===== config.mk =====
export PLATFORM = sky130hd
export DESIGN_NAME = softplus_sched
export DESIGN_NICKNAME = d
export VERILOG_FILES = /design/src/rtl/softplus_pkg.sv /design/src/rtl/rr_arbiter.sv /design/src/rtl/softplus_core.sv /design/src/rtl/softplus_sched.sv
export SDC_FILE = /design/constraint.sdc
export NUM_CORES = 1
export LEC_CHECK = 0
export ABC_CLOCK_PERIOD_IN_PS = 6700
export CAP_MARGIN = 20
export CORE_MARGIN = 8
export CORE_UTILIZATION = 30
export CTS_CLUSTER_SIZE = 24
export DETAILED_ROUTE_END_ITERATION = 8
export PLACE_DENSITY = 0.6
export SETUP_SLACK_MARGIN = 0.1
export SLEW_MARGIN = 30
export SYNTH_ARGS = -nofsm -noshare
export SYNTH_HDL_FRONTEND = slang
export SYNTH_SLANG_ARGS = --single-unit

===== constraint.sdc =====
create_clock -name clk -period 6.7 [get_ports clk]
set_clock_uncertainty 0.1 [all_clocks]
set_input_delay 1.34 -clock clk [delete_from_list [all_inputs] [get_ports clk]]
set_output_delay 1.34 -clock clk [all_outputs]
set_load 0.005 [all_outputs]

===== src/rtl/softplus_pkg.sv =====
// softplus_pkg: Q8.8 format constants and id-width helper shared by the softplus scheduler files.
package softplus_pkg;
   localparam int SP_DATA_W = 16;
   localparam int SP_FRAC_W = 8;
   function automatic int id_w(input int n);
      return (n > 1) ? $clog2(n) : 1;
   endfunction
endpackage


===== src/rtl/rr_arbiter.sv =====
// rr_arbiter: one-hot round-robin grant; lowest requesting index at or after ptr_i wins.
module rr_arbiter
   import softplus_pkg::*;
#(
   parameter int N_REQ = 4
) (
   input  logic [N_REQ-1:0]        req_i,
   input  logic [id_w(N_REQ)-1:0]  ptr_i,
   output logic [N_REQ-1:0]        gnt_o
);
   logic [N_REQ-1:0] rot_req, rot_gnt;
   always_comb begin
      rot_req = N_REQ'({req_i, req_i} >> ptr_i);
      rot_gnt = rot_req & (-rot_req);
      gnt_o   = N_REQ'(({rot_gnt, rot_gnt} << ptr_i) >> N_REQ);
   end
endmodule


===== src/rtl/softplus_core.sv =====
// softplus_core: combinational Q8.8 softplus, max(x,0) + ln(1+exp(-|x|)).
// The correction term is a two-segment linear fit that reaches zero at |x| = 5.
module softplus_core
   import softplus_pkg::*;
#(
   parameter int DATA_W = SP_DATA_W
) (
   input  logic [DATA_W-1:0] op_i,
   output logic [DATA_W-1:0] res_o
);
   localparam logic [DATA_W:0] K0   = (DATA_W+1)'(11 << (SP_FRAC_W - 4));
   localparam logic [DATA_W:0] BRK1 = (DATA_W+1)'(2 << SP_FRAC_W);
   localparam logic [DATA_W:0] BRK2 = (DATA_W+1)'(5 << SP_FRAC_W);
   logic [DATA_W:0]   mag;
   logic [DATA_W-1:0] tail, pos;
   always_comb begin
      mag   = op_i[DATA_W-1] ? -{op_i[DATA_W-1], op_i} : {1'b0, op_i};
      tail  = (mag < BRK1) ? DATA_W'(K0 - (mag >> 2)) :
              (mag < BRK2) ? DATA_W'((BRK2 - mag) >> 4) : '0;
      pos   = op_i[DATA_W-1] ? '0 : op_i;
      res_o = pos + tail;
   end
endmodule


===== src/rtl/softplus_sched.sv =====
// softplus_sched: round-robin scheduler sharing one softplus core across N_REQ requesters.
// Two-stage pipeline; per-requester response counters only when SOFTPLUS_PERF_CNT_EN is defined.
module softplus_sched
   import softplus_pkg::*;
#(
   parameter int N_REQ  = 4,
   parameter int DATA_W = SP_DATA_W,
   parameter int CNT_W  = 16
) (
   input  logic                     clk,
   input  logic                     rst_n,
   input  logic [N_REQ-1:0]         req_valid,
   output logic [N_REQ-1:0]         req_ready,
   input  logic [N_REQ*DATA_W-1:0]  req_data,
   output logic                     rsp_valid,
   input  logic                     rsp_ready,
   output logic [DATA_W-1:0]        rsp_data,
   output logic [id_w(N_REQ)-1:0]   rsp_id,
   output logic                     busy,
   input  logic                     cnt_clr,
   output logic [N_REQ*CNT_W-1:0]   perf_cnt
);
   localparam int IW = id_w(N_REQ);
   logic [N_REQ-1:0]  gnt;
   logic [IW-1:0]     p_q, p_d, g_idx, s1_id_q, rsp_id_q;
   logic [DATA_W-1:0] op_sel, s1_op_q, core_res, rsp_data_q;
   logic              s1_v_q, rsp_valid_q, s2_load, s1_free, acc;

   rr_arbiter #(.N_REQ(N_REQ)) u_arb (.req_i(req_valid), .ptr_i(p_q), .gnt_o(gnt));
   softplus_core #(.DATA_W(DATA_W)) u_core (.op_i(s1_op_q), .res_o(core_res));

   // rst_n gates req_ready so nothing is offered while reset is held
   always_comb begin
      s2_load   = s1_v_q & (~rsp_valid_q | rsp_ready);
      s1_free   = ~s1_v_q | s2_load;
      req_ready = (rst_n & s1_free) ? gnt : '0;
      acc       = |(req_valid & req_ready);
      g_idx     = '0;
      op_sel    = '0;
      for (int i = 0; i < N_REQ; i++) if (gnt[i]) begin
         g_idx  = g_idx | IW'(i);
         op_sel = op_sel | req_data[i*DATA_W +: DATA_W];
      end
      p_d = !acc ? p_q : (g_idx == IW'(N_REQ - 1)) ? '0 : g_idx + IW'(1);
   end

   always_ff @(posedge clk or negedge rst_n) begin
      if (!rst_n) begin
         p_q         <= '0;
         s1_v_q      <= 1'b0;
         s1_op_q     <= '0;
         s1_id_q     <= '0;
         rsp_valid_q <= 1'b0;
         rsp_data_q  <= '0;
         rsp_id_q    <= '0;
      end else begin
         p_q <= p_d;
         if (s1_free) s1_v_q <= acc;
         if (acc) begin
            s1_op_q <= op_sel;
            s1_id_q <= g_idx;
         end
         if (s2_load) begin
            rsp_valid_q <= 1'b1;
            rsp_data_q  <= core_res;
            rsp_id_q    <= s1_id_q;
         end else if (rsp_ready) begin
            rsp_valid_q <= 1'b0;
         end
      end
   end

   assign rsp_valid = rsp_valid_q;
   assign rsp_data  = rsp_data_q;
   assign rsp_id    = rsp_id_q;
   assign busy      = s1_v_q | rsp_valid_q;

`ifdef SOFTPLUS_PERF_CNT_EN
   logic [N_REQ-1:0][CNT_W-1:0] cnt_q;
   always_ff @(posedge clk or negedge rst_n) begin
      if (!rst_n) cnt_q <= '0;
      else for (int i = 0; i < N_REQ; i++)
         if (cnt_clr) cnt_q[i] <= '0;
         else if (rsp_valid_q && rsp_ready && rsp_id_q == IW'(i) && !(&cnt_q[i])) cnt_q[i] <= cnt_q[i] + CNT_W'(1);
   end
   assign perf_cnt = cnt_q;
`else
   logic unused_cnt_clr;
   assign unused_cnt_clr = cnt_clr;
   assign perf_cnt       = '0;
`endif
endmodule


==> results of run 1 <==
## registers in the layout (all words and copies together), names as in the netlist
| register | flops |
|---|---|
| s1_op_q | 16 |
| p_q | 2 |
| rsp_data | 16 |
| s1_id_q | 2 |
| s1_v_q | 1 |
| rsp_id | 2 |
| rsp_valid | 1 |
## synth_stat cells, types with 2 or more instances
cell type,instances
a211oi_1,3
a21boi_0,4
a21o_1,4
a21oi_1,22
a221oi_1,16
a22o_1,16
a22oi_1,6
a32o_1,2
and2_1,6
and3_1,3
buf_2,3
buf_4,64
buf_6,4
clkbuf_1,25
dfrtp_1,40
ha_1,18
inv_1,14
mux2_2,3
nand2_1,49
nand2b_1,7
nand3_1,4
nand3b_1,2
nand4_1,4
nor2_1,30
nor2b_1,18
nor3_1,5
nor4_1,3
o211ai_1,4
o21ai_0,48
o21bai_1,4
o22ai_1,2
o31a_1,2
o31ai_1,3
o41ai_1,2
or2_2,2
or3_1,3
xnor2_1,17
xor2_1,16
## worst min-delay path by stage
stage,startpoint,endpoint
after floorplan,s1_v_q$_DFFE_PN0N_,rsp_valid$_DFFE_PN0P_
after global placement,rsp_data[6]$_DFFE_PN0P_,rsp_data[6]$_DFFE_PN0P_
after detailed placement,rsp_data[9]$_DFFE_PN0P_,rsp_data[9]$_DFFE_PN0P_
after CTS,rsp_data[9]$_DFFE_PN0P_,rsp_data[9]$_DFFE_PN0P_
after global routing,rsp_id[0]$_DFFE_PN0P_,rsp_id[0]$_DFFE_PN0P_
final,rsp_data[9]$_DFFE_PN0P_,rsp_data[9]$_DFFE_PN0P_
## final cells by class
| type | count | share of cell area, % |
|---|---|---|
| Clock buffer | 5 | 2.493 |
| Clock inverter | 3 | 0.8477 |
| Inverter | 14 | 1.047 |
| Multi-Input combinational cell | 419 | 52.03 |
| Sequential cell | 40 | 19.95 |
| Tap cell | 176 | 4.388 |
| Timing Repair Buffer | 98 | 19.25 |
## worst max-delay path: cells and delay by family (launching register included)
kind / cells / cell delay (ns)
AO/OA/AOI/OAI: 11 / 2.28
adder cells (fa/ha/maj): 4 / 1.11
AND/OR/NAND/NOR: 5 / 0.93
flip-flops: 1 / 0.51
XOR/XNOR: 2 / 0.30
buffers and inverters: 2 / 0.18
## kinds of logic after synthesis
| logic type | synth area share (%) |
|---|---|
| fa+ha+maj | 6.074 |
| mux | 1.085 |
| other cells | 0.09288 |
| compound gates | 25.19 |
| xor+xnor | 7.158 |
| buf+inv | 17.01 |
| simple gates | 18.59 |
| flops | 24.79 |
## report_power, final
group / internal [W] / total, W / leakage, nW / switching, W
clock: 0.000175 / 0.000269 / 0.0798 / 0.0000943
combinational: 0.000541 / 0.00114 / 1.55 / 0.000599
sequential: 0.000333 / 0.000452 / 0.500 / 0.000119
## metrics by stage
step | power, W | std cells
after CTS | 0.001875 | 755
after detailed placement | 0.001593 | 747
after floorplan | 0.001326 | 569
final | 0.001861 | 755
after global placement | 0.001574 | 747
after global routing | 0.002050 | 755
## per-layer routing
metal  vias to the layer above  share of wire [%]  global-route usage (%)
met1                      1504                 47                   13.46
met2                       122                 45                   17.49
met5                         -                  0                       0
met3                         8                6.8                   3.468
li1                       1802                  -                       -
met4                         0                1.0                   2.553
==> results.py, run 1 <==
metrics = {
    "floorplanning": {
        "initial_core_util_pct": 30.61,
        "dieArea_mm2": 0.01743,
        "die_w_um": 132.0,
        "die_y_um": 132.0,
        "core_area_mm2": 0.01319,
        "io_pins": 160,
        "rows": 42,
    },
    "worst_setup_path": {
        "worst_ep_arrival_time_ns": 5.61,
        "r2r-start": "s1_op_q[0]$_DFFE_PN0P_",
        "path_cells": "inv_1 -> ha_1 -> nand2b_1 -> xnor2_1 -> inv_1 -> ha_1 -> nand2b_1 -> a211oi_1 -> o21ai_0 -> a21oi_1 -> a31o_1 -> a211oi_4 -> a22oi_1 -> nor2_1 -> ha_1 -> fa_1 -> a21o_1 -> a21oi_1 -> nor4_1 -> or4_1 -> a21oi_1 -> o31a_1 -> xor2_1 -> o21ai_0",
        "crit_path_start": "s1_op_q[0]$_DFFE_PN0P_",
        "rr_endpoint": "rsp_data[14]$_DFFE_PN0P_",
        "rrSetupSlack_ns": 1.13,
        "crit_required_ns": 6.74,
        "slowest_stage": "dfrtp_1",
        "crit_path_max_incr_delay_ns": 0.51,
        "cp-endpoint": "rsp_data[14]$_DFFE_PN0P_",
        "path_max_fanout": 8,
        "critPathKind": "flop to flop",
        "worstSetupEndpointType": "flop",
        "r2r_cells": 24,
        "cp-start-kind": "flop",
    },
    "power_and_ir_drop": {
        "vdd_drop_max_mv": 0.1376,
        "p_per_area_mw_per_mm2": 370.9,
        "p_leak_nw": 2.126,
    },
    "global_route": {
        "grt_pass1_vias": 3587,
        "grt_pass1_wl_um": 16420,
        "antenna_found_initial": 0,
        "track_usage_pct": 10.75,
        "grt_max_degree": 42,
        "overflow": 0,
    },
    "cts": {
        "cts_setup_buffers": 0,
        "ctsHoldBuffers": 0,
        "cts_buffers": 5,
        "ctsResizeCount": 0,
        "cts-root-buf": "clkbuf_16",
        "clock-sinks": 40,
        "cts_tree": "done",
        "clockBufferDepth": 2,
        "clk_pin_slew_ns": 0.06,
        "clkLatencyLatePin_ns": 0.28,
        "htreeDepth": 2,
    },
    "synth": {
        "ys.flop_type": "dfrtp_1",
        "synth_cell_types": 62,
        "yosysSeqAreaShare_pct": 24.79,
        "synth-seq-cells": 40,
        "synthCells": 502,
        "yosys-top-cells-area": "dfrtp_1 (25%), buf_4 (12%), o21ai_0 (5.9%), ha_1 (5.6%), nand2_1 (4.6%)",
        "synth_top_area_share_pct": 24.79,
        "syn_area_mm2": 0.004038,
        "synth-edff-count": 0,
        "ys_async_sr_fraction_pct": 100.0,
        "syn_area_per_cell_um2": 8.043,
        "yosys.area.top_type": "dfrtp_1",
        "yosys_warnings": 0,
    },
    "final_layout": {
        "design_area_mm2": 0.005019,
        "final_common_cell": "clkdlybuf4s50_1",
        "utilization_pct": 38.05,
        "insertedDiodeCount": 0,
        "fill_cells": 1400,
        "nets": 669,
        "syn_to_final_growth_pct": 24.29,
        "final_cell_mix": "clkdlybuf4s50_1 (93), conb_1 (68), o21ai_0 (48), nand2_1 (48), dfrtp_1 (40)",
        "area.sequential_mm2": 0.001001,
        "multiInputGateArea_mm2": 0.002611,
        "drive_above_1_share_pct": 5.181,
    },
    "placement": {
        "dp.final_hpwl_um": 8190,
        "gp_routability_congestion": 0.8199,
        "place_area_mm2": 0.004848,
        "dp_slack_ns": 1.128,
        "portBuffers": 94,
    },
    "routing": {
        "detail-route-antenna-nets": 0,
        "wl_um": 9735,
        "drtIter0Drc": 167,
        "avgViaCountPerCell": 4.551,
        "via_count": 3436,
        "firstDrtPassIters": 4,
        "routedWlPerCell_um": 12.89,
        "drc": 0,
    },
    "timing": {
        "slew-limit-headroom_pct": 54.92,
        "tightestPinTransition_ns": 0.6748,
        "final_hold_viol_count": 0,
        "postLayoutSetupSlackWorst_ns": 1.130,
        "fin_hold_ws_ns": 0.3739,
        "rsz0062_at_grt": "no",
        "setup_violations": 0,
        "finalCritPeriodShare_pct": 83.13,
        "max_freq_mhz": 179.5,
        "setup_tns_ns": 0,
        "period_needed_ns": 5.570,
        "drv_slew": 0,
    },
    "job": {
        "maxCapViolCount": 0,
    },
    "status": {
        "status": "complete, no violations",
    },
    "hold_path": {
        "hold_path_depth": 2,
        "hp-class": "flop to flop",
    },
}
(Power assumes the default switching activity.)
==> run 2: changes to the inputs <==
--- a/config.mk
+++ b/config.mk
@@ -5,7 +5,7 @@
 export SDC_FILE = /design/constraint.sdc
 export NUM_CORES = 1
 export LEC_CHECK = 0
-export ABC_CLOCK_PERIOD_IN_PS = 6700
+export ABC_CLOCK_PERIOD_IN_PS = 5630
 export CAP_MARGIN = 20
 export CORE_MARGIN = 8
 export CORE_UTILIZATION = 30
==> constraint.sdc (replaced) <==
create_clock -name clk -period 5.63 [get_ports clk]
set_clock_uncertainty 0.1 [all_clocks]
set_input_delay 1.126 -clock clk [delete_from_list [all_inputs] [get_ports clk]]
set_output_delay 1.126 -clock clk [all_outputs]
set_load 0.005 [all_outputs]
==> run 2 against run 1 <==
Against the previous run:
- cell area rose by 1.1%
- largest cell class unchanged
- total power rose by 21%
- sequential cell count unchanged
==> results.py, run 2 (same netlist as run 1, synthesis figures left out) <==
metrics = {
    "status": {
        "status": "complete, no violations",
    },
    "timing": {
        "rsz0062_at_grt": "no",
        "drv_slew": 0,
        "tightestPinTransition_ns": 0.6397,
        "final_hold_viol_count": 0,
        "setup_violations": 0,
        "max_freq_mhz": 199.2,
        "setup_tns_ns": 0,
        "period_needed_ns": 5.021,
        "slew-limit-headroom_pct": 57.36,
        "finalCritPeriodShare_pct": 89.17,
        "fin_hold_ws_ns": 0.3755,
    },
    "cts": {
        "ctsHoldBuffers": 0,
        "clk_pin_slew_ns": 0.06,
        "cts_buffers": 5,
        "clkLatencyLatePin_ns": 0.28,
        "cts_tree": "done",
        "clock-sinks": 40,
        "cts-root-buf": "clkbuf_16",
        "clockBufferDepth": 2,
        "htreeDepth": 2,
    },
    "worst_setup_path": {
        "cpMostUsedCell": "a21oi_2",
        "worstSetupEndpointType": "flop",
        "worst_ep_arrival_time_ns": 5.08,
        "cp-start-kind": "flop",
        "path_max_fanout": 7,
        "critPathKind": "flop to flop",
        "crit_required_ns": 5.69,
        "slowest_stage": "or4_1",
        "path_cells": "buf_4 -> o31ai_1 -> xor2_1 -> ha_1 -> nand2b_1 -> a211oi_1 -> o21ai_0 -> a21oi_2 -> a31o_1 -> a211oi_4 -> a22oi_1 -> nor2_1 -> ha_1 -> fa_1 -> a21o_1 -> a21oi_2 -> nor4_1 -> or4_1 -> a21oi_2 -> o31a_1 -> xor2_1 -> o21ai_0",
        "crit_path_max_incr_delay_ns": 0.50,
    },
    "floorplanning": {
        "initial_core_util_pct": 30.61,
        "dieArea_mm2": 0.01743,
        "die_w_um": 132.0,
        "rows": 42,
        "core_area_mm2": 0.01319,
        "die_y_um": 132.0,
        "io_pins": 160,
    },
    "routing": {
        "firstDrtPassIters": 4,
        "drc": 0,
        "via_count": 3488,
        "detail-route-antenna-nets": 0,
        "drtIter0Drc": 236,
        "wl_um": 9911,
        "routedWlPerCell_um": 13.02,
        "avgViaCountPerCell": 4.583,
    },
    "global_route": {
        "antenna_found_initial": 0,
        "grt_max_degree": 41,
        "grt_pass1_wl_um": 16720,
        "grt_pass1_vias": 3486,
        "overflow": 0,
        "track_usage_pct": 11.00,
    },
    "power_and_ir_drop": {
        "seqPwrFrac_pct": 23.1,
        "p_sw_w": 0.0009805,
        "p_sw_share_pct": 43.51,
        "p_int_w": 0.001273,
        "p_leak_nw": 2.156,
        "combPwrFrac_pct": 62.4,
        "vdd_drop_max_mv": 0.1482,
        "power_frac_clock_pct": 14.5,
        "p_per_area_mw_per_mm2": 444.3,
    },
    "hold_path": {
        "hp-class": "flop to flop",
    },
    "placement": {
        "dp.final_hpwl_um": 8363,
        "post-place-cells": 753,
        "portBuffers": 94,
        "gp_routability_congestion": 0.8469,
    },
    "final_layout": {
        "final_cell_mix": "clkdlybuf4s50_1 (93), conb_1 (68), nand2_1 (49)",
        "syn_to_final_growth_pct": 25.63,
        "insertedDiodeCount": 0,
        "final_cell_count_no_fill": 761,
        "nets": 675,
        "final_common_cell": "clkdlybuf4s50_1",
        "drive_above_1_share_pct": 6.496,
    },
    "job": {
        "maxCapViolCount": 0,
    },
}
==> run 2: critical path, delay by kind of cell, from the launching register on <==
kind                       cells  cell delay (ns)
and+or+nand+nor                4             0.74
AOI/OAI and AO/OA             12             2.25
adders and majority gates      3             0.91
xor gates and xnor gates       2             0.34
DFF                            1             0.38
buffers and inverters          1             0.17
==> run 2: path summary, 6_finish.rpt <==
path | startpoint | to | slack (ns) | cells past startpoint
setup / recovery | s1_op_q[1]$_DFFE_PN0P_ | rsp_data[14]$_DFFE_PN0P_ | 0.61 | 22
hold / removal | rsp_data[6]$_DFFE_PN0P_ | rsp_data[6]$_DFFE_PN0P_ | 0.38 | 2
setup reg to reg | s1_op_q[1]$_DFFE_PN0P_ | rsp_data[14]$_DFFE_PN0P_ | 0.61 | 22
hold reg to reg | rsp_data[6]$_DFFE_PN0P_ | rsp_data[6]$_DFFE_PN0P_ | 0.38 | 2
max in group asynchronous | rst_n | s1_op_q[1]$_DFFE_PN0P_ | 4.26 | 2
min in group asynchronous | rst_n | rsp_data[12]$_DFFE_PN0P_ | 0.84 | 2
==> run 2: routing by layer <==
layer / up-vias / GRT usage [%] / share of wire (%)
li1: 1812 / - / -
met1: 1559 / 14.44 / 48
met2: 112 / 17.18 / 44
met3: 5 / 3.582 / 7.0
met4: 0 / 2.297 / 0.79
met5: - / 0 / 0
==> run 2: area by class of cell <==
type / count / area (µm²)
fillers: 1386 / 8118
multi-input cells: 419 / 2620
repair buffers: 104 / 1011
flip-flops and latches: 40 / 1001
well taps: 176 / 220.2
clock buffers: 5 / 125.1
inverters: 14 / 52.55
clock inverters: 3 / 42.54
==> run 2: repair_timing <==
| action | CTS | global route |
|---|---|---|
| setup buffers | 0 | 0 |
| resized for setup | 0 | 3 |
| setup endpoints to repair | 0 | 3 |
==> run 2: per-stage QoR <==
step | util, % | cell area (µm²) | total power (W) | worst slack, ns
final | 38.46 | 5072 | 0.002253 | 0.6095
after global routing | 38.46 | 5072 | 0.002477 | 0.1714
after CTS | 38.37 | 5061 | 0.002266 | 0.3910
after detailed placement | 37.10 | 4893 | 0.001929 | 0.4015
after global placement | 37.10 | 4893 | 0.001903 | 0.4396
after floorplan | - | 4289 | 0.001579 | 0.3571
==> run 2: power groups by stage <==
| stage | sequential (W) | clock [W] | combinational, W |
|---|---|---|---|
| 3_3_place_gp | 0.000522 | 0 | 0.00138 |
| 6_report | 0.000521 | 0.000326 | 0.00141 |
| 3_5_place_dp | 0.000527 | 0 | 0.00140 |
| 5_1_grt | 0.000546 | 0.000345 | 0.00159 |
| 2_1_floorplan | 0.000464 | 0 | 0.00111 |
| 4_1_cts | 0.000522 | 0.000333 | 0.00141 |
